## config.mk

```make
export PLATFORM = sky130hd
export DESIGN_NAME = sig_shift_frontend
export DESIGN_NICKNAME = d
export VERILOG_FILES = /design/src/rtl/sig_shift_frontend.sv
export SDC_FILE = /design/constraint.sdc
export NUM_CORES = 1
export LEC_CHECK = 0
export ABC_AREA = 1
export CAP_MARGIN = 10
export CORE_AREA = 2 2 48 50
export CTS_BUF_LIST = sky130_fd_sc_hd__clkbuf_8
export DETAILED_ROUTE_END_ITERATION = 7
export DIE_AREA = 0 0 50 52
export GPL_ROUTABILITY_DRIVEN = 0
export PLACE_DENSITY = 0.83
export SLEW_MARGIN = 20
export SYNTH_ARGS = -nofsm -noshare
export SYNTH_HDL_FRONTEND = slang
export SYNTH_SLANG_ARGS = --single-unit
```

## constraint.sdc

```tcl
create_clock -name clk -period 1.2 [get_ports clk]
set_input_delay 0.12 -clock clk [delete_from_list [all_inputs] [get_ports clk]]
set_output_delay 0.12 -clock clk [all_outputs]
set_load 0.1 [all_outputs]
```

## src/rtl/sig_shift_frontend.sv

```systemverilog
// Serial front end for the pattern detector: shifts the single-bit sig stream
// into either the programmed pattern or the sliding signal window, tracks fill
// levels, and qualifies the downstream equality comparison with cmp_en.
module sig_shift_frontend #(
  parameter int WIDTH = 4
) (
  input  logic             clk,
  input  logic             rst_n,
  input  logic             sig,
  input  logic             prgm,
  output logic [WIDTH-1:0] pat,
  output logic [WIDTH-1:0] win,
  output logic             pat_valid,
  output logic             win_valid,
  output logic             cmp_en
);

  localparam int CW = $clog2(WIDTH + 1);
  localparam logic [CW-1:0] FULL = CW'(WIDTH);

  typedef enum logic [1:0] {
    S_IDLE  = 2'd0,
    S_PROG  = 2'd1,
    S_ARMED = 2'd2
  } state_t;

  state_t           state_q, state_d;
  logic [WIDTH-1:0] pat_q, pat_d;
  logic [WIDTH-1:0] win_q, win_d;
  logic [CW-1:0]    pcnt_q, pcnt_d;
  logic [CW-1:0]    wcnt_q, wcnt_d;
  logic             pat_valid_q, pat_valid_d;
  logic             win_valid_q, win_valid_d;
  logic             cmp_en_q, cmp_en_d;

  // Fill counters stop at WIDTH so long bursts never wrap back to "not full".
  function automatic logic [CW-1:0] sat_inc(input logic [CW-1:0] c);
    return (c == FULL) ? FULL : c + CW'(1);
  endfunction

  // State register.
  always_ff @(posedge clk) begin
    if (!rst_n) state_q <= S_IDLE;
    else        state_q <= state_d;
  end

  // Next-state logic: prgm always wins; dropping prgm decides arm vs. abandon.
  always_comb begin
    state_d = state_q;
    if (prgm) begin
      state_d = S_PROG;
    end else begin
      case (state_q)
        S_PROG:  state_d = (pcnt_q == FULL) ? S_ARMED : S_IDLE;
        S_ARMED: state_d = S_ARMED;
        S_IDLE:  state_d = S_IDLE;
        default: state_d = S_IDLE;
      endcase
    end
  end

  // Datapath next values: shift registers, fill counters and qualifier flags.
  always_comb begin
    pat_d       = pat_q;
    win_d       = win_q;
    pcnt_d      = pcnt_q;
    wcnt_d      = wcnt_q;
    pat_valid_d = pat_valid_q;
    win_valid_d = win_valid_q;
    if (prgm) begin
      pat_d = {pat_q[WIDTH-2:0], sig};
      if (state_q == S_PROG) begin
        pcnt_d = sat_inc(pcnt_q);
      end else begin
        // A new programming burst invalidates both the old pattern and window.
        pcnt_d      = CW'(1);
        pat_valid_d = 1'b0;
        win_d       = '0;
        wcnt_d      = '0;
        win_valid_d = 1'b0;
      end
    end else begin
      case (state_q)
        S_PROG: begin
          // The bit on the falling-prgm edge is discarded.
          if (pcnt_q == FULL) begin
            pat_valid_d = 1'b1;
            wcnt_d      = '0;
            win_d       = '0;
          end
        end
        S_ARMED: begin
          win_d  = {win_q[WIDTH-2:0], sig};
          wcnt_d = sat_inc(wcnt_q);
          if (sat_inc(wcnt_q) == FULL) win_valid_d = 1'b1;
        end
        default: ;
      endcase
    end
  end

  // Output qualifier: comparison is meaningful only while armed with a full window.
  always_comb begin
    cmp_en_d = (state_d == S_ARMED) && win_valid_d;
  end

  // Datapath registers.
  always_ff @(posedge clk) begin
    if (!rst_n) begin
      pat_q       <= '0;
      win_q       <= '0;
      pcnt_q      <= '0;
      wcnt_q      <= '0;
      pat_valid_q <= 1'b0;
      win_valid_q <= 1'b0;
      cmp_en_q    <= 1'b0;
    end else begin
      pat_q       <= pat_d;
      win_q       <= win_d;
      pcnt_q      <= pcnt_d;
      wcnt_q      <= wcnt_d;
      pat_valid_q <= pat_valid_d;
      win_valid_q <= win_valid_d;
      cmp_en_q    <= cmp_en_d;
    end
  end

  assign pat       = pat_q;
  assign win       = win_q;
  assign pat_valid = pat_valid_q;
  assign win_valid = win_valid_q;
  assign cmp_en    = cmp_en_q;

endmodule

```

==> key figures <==
Outcome
  – Outcome: finished, violations left
  – Failing checks: setup timing

Power
  – Total power: 1480 uW
  – Leakage power total: 0.000645 uW
  – Maximum vdd drop: 0.862 mV
  – PD cells: 1040 nW/um^2

Synth
  – Top_reg_cell synth: dfxtp_1
  – Post-Synthesis Mean Instance Area: 6.88 sq um
  – Mapped cell area: 922 sq um
  – Top cell type's share of synthesized area: 0.412
  – Dominant cells by area after synthesis: dfxtp_1 41%, nor2_1 11%, inv_1 10%, nand2_1 9.8%, ha_1 8.1%
  – Synth top cells by count: 27 x nor2_1, 25 x inv_1, 24 x nand2_1
  – Most frequent cell after synthesis: nor2_1
  – Syn nets: 144
  – Ys Warns: 0
  – Post-synth EDFFs: 0
  – Post-Synthesis Cells: 134
  – Synth unique cells: 16
  – Synth Register Bits: 19
  – Seq/Total Area, Yosys: 0.412
  – Synth area leader: dfxtp_1
  – Synth async-reset ratio: 0

Critical path
  – Critical Path Source Type: flip-flop
  – Crit Reg-Reg Endpoint: wcnt_q[0]
  – Critical Path Fanout Max: 7
  – WP data required: 1360 ps
  – Reg2Reg Launch Point: pcnt_q[1]
  – Register-to-Register Path Depth: 7
  – Worst setup EP type: flip-flop
  – Flop2flop setup slack: -20 ps
  – Critical path class: flip-flop to flip-flop
  – Critical Path AT: 1380 ps

Clock tree
  – Clk buf depth: 2
  – Worst-path clk slew: 70 ps
  – H-tree depth: 1
  – Cts bufs inserted: 3
  – Clock root cell: clkbuf_8
  – Sink Count: 19
  – Worst-skew pair later-pin latency: 260 ps
  – Hold-fix buffers, CTS: 0
  – CTS tree: done

STA
  – Final slew viol count: 0
  – Worst hold margin: 383 ps
  – Finish-stage setup viols: 1
  – Clock Skew: 4.59 ps
  – Fmax: 817 MHz
  – Final worst setup slack: -23.6 ps
  – Slew @ Worst Pin: 343 ps
  – RSZ-0062 raised after global routing: yes
  – Tmin final: 1220 ps
  – Slew margin rel.: 0.771
  – Final hold violation count: 0
  – Final period utilization: 1.02

Job
  – Max Cap Violations: 0

Die
  – Core ar.: 2110 sq um
  – Initial Util: 0.438
  – Die extent in x: 50 um
  – Die area: 2600 sq um
  – Rows: 17
  – I/O pin count: 15
  – Die H: 52 um

Cells and area
  – # diodes: 0
  – # fillers: 152
  – Share of cells above drive strength 1: 0.380
  – Area growth, synth to finish: 55.2%
  – Total Nets Final: 169

Detailed routing
  – Detail Route Antenna Nets: 0
  – DRC violations left: 0
  – Via density: 5.16
  – Pre-antenna DRT Iters: 4
  – Via count: 959
  – Post-DR wirelength/cell: 13.9 um
  – Drt total wl: 2.58 mm
  – Initial detailed-routing violation count: 19

Placement
  – DPL Wire Length: 1.61 mm
  – Count of input and output buffers: 14

Global route
  – Largest net degree at the start of global routing: 11
  – Global-route wire length before repair: 3.78 mm
  – Vias in the first global route: 899
  – Grt total ovfl: 0
  – All-Layer GR Usage: 0.199
  – Initial antenna violation count: 0

Hold path
  – Min-delay worst type: primary input to flip-flop
  – Hold Path Origin: prgm
  – Hold path endpoint: state_q[0]
  – Worst hold path depth: 3
how the worst max path moves through the flow:
stage,startpoint,endpoint,slack (ps),depth (start not counted)
global route,pcnt_q[1],wcnt_q[0],-90,7
floorplan,state_q[0],win[0],5,6
finish,pcnt_q[1],wcnt_q[0],-20,7
global placement,prgm,win[0],-130,6
detailed placement,prgm,win[0],-220,6
CTS,state_q[1],win[0],10,8
cell type report:
class,instances,area (sq um),area share
timing repair buffer,21,305,0.213
tap,28,35.0,0.0245
multi-input combinational,88,543,0.379
clock buffer,3,41.3,0.0288
clock inverter,1,3.75,0.00262
inverter,26,103,0.0717
sequential,19,400,0.280
metal layers:
| layer | GRT usage | wire, um | vias to the layer above | part of all wire |
|---|---|---|---|---|
| met3 | 0.0460 | 100 | 17 | 0.039 |
| met4 | 0.116 | 150 | 0 | 0.058 |
| met2 | 0.371 | 1350 | 29 | 0.52 |
| met5 | 0 | 0 | - | 0 |
| li1 | - | - | 467 | - |
| met1 | 0.202 | 980 | 446 | 0.38 |
power breakdown:
part	internal (uW)	leakage (uW)	switching, uW	total (uW)
Clock	228	0.0000269	215	444
Sequential	657	0.000161	24.3	681
Combinational	137	0.000457	221	358
per-stage QoR:
stage | cells | TNS (ps) | util | instance area (sq um) | setup WS [ps]
floorplan | 134 | 0 | - | 935 | 5.34
global placement | 182 | -1250 | 0.602 | 1270 | -131
detailed placement | 182 | -2180 | 0.602 | 1270 | -221
CTS | 186 | 0 | 0.640 | 1350 | 9.53
global route | 186 | -383 | 0.680 | 1430 | -86.4
finish | 186 | -23.6 | 0.680 | 1430 | -23.6
kinds of logic (layout without fill, tap and decap cells):
| kind of cell | after synthesis | in the layout | synth area share |
|---|---|---|---|
| buffers and inverters | 27 | 51 | 0.110 |
| AOI/OAI and AO/OA | 15 | 15 | 0.0855 |
| DFF | 19 | 19 | 0.412 |
| and+or+nand+nor | 67 | 67 | 0.311 |
| adders and majority gates | 6 | 6 | 0.0814 |
critical path: stages, from the launching register on:
cell	delay, ps
dfxtp_1	340
inv_2	80
ha_4	160
nand2_1	90
nand2_2	110
nand3_4	120
nor2_1	150
nor2_1	70
flip-flops by register name (all words and copies together) (netlist names):
register   flops
win            4
state_q        2
win_valid      1
pat            4
pat_valid      1
cmp_en         1
wcnt_q         3
pcnt_q         3
what timing repair did:
| item | in CTS | in global routing |
|---|---|---|
| resized for setup | 8 | 29 |
| endpoints found under the setup margin | 9 | 10 |
| pin swaps | 0 | 11 |
| buffers inserted | 0 | 1 |
cell usage in the layout (no fill, tap or decap):
cell type,count
a21oi_1,5
a21oi_2,1
buf_12,11
buf_4,7
clkbuf_8,3
clkdlybuf4s50_1,2
dfxtp_1,5
dfxtp_2,13
dfxtp_4,1
dlymetal6s2s_1,1
ha_1,2
ha_2,1
ha_4,3
inv_1,20
inv_2,5
inv_4,2
nand2_1,22
nand2_2,3
nand3_1,9
nand3_2,3
nand3_4,1
nand4_1,1
nand4_4,1
nor2_1,24
nor2_2,3
o21ai_0,3
o21ai_1,1
o21ai_2,1
o21ai_4,1
o22ai_1,3
Note: power is estimated with default switching activity, not from simulation.
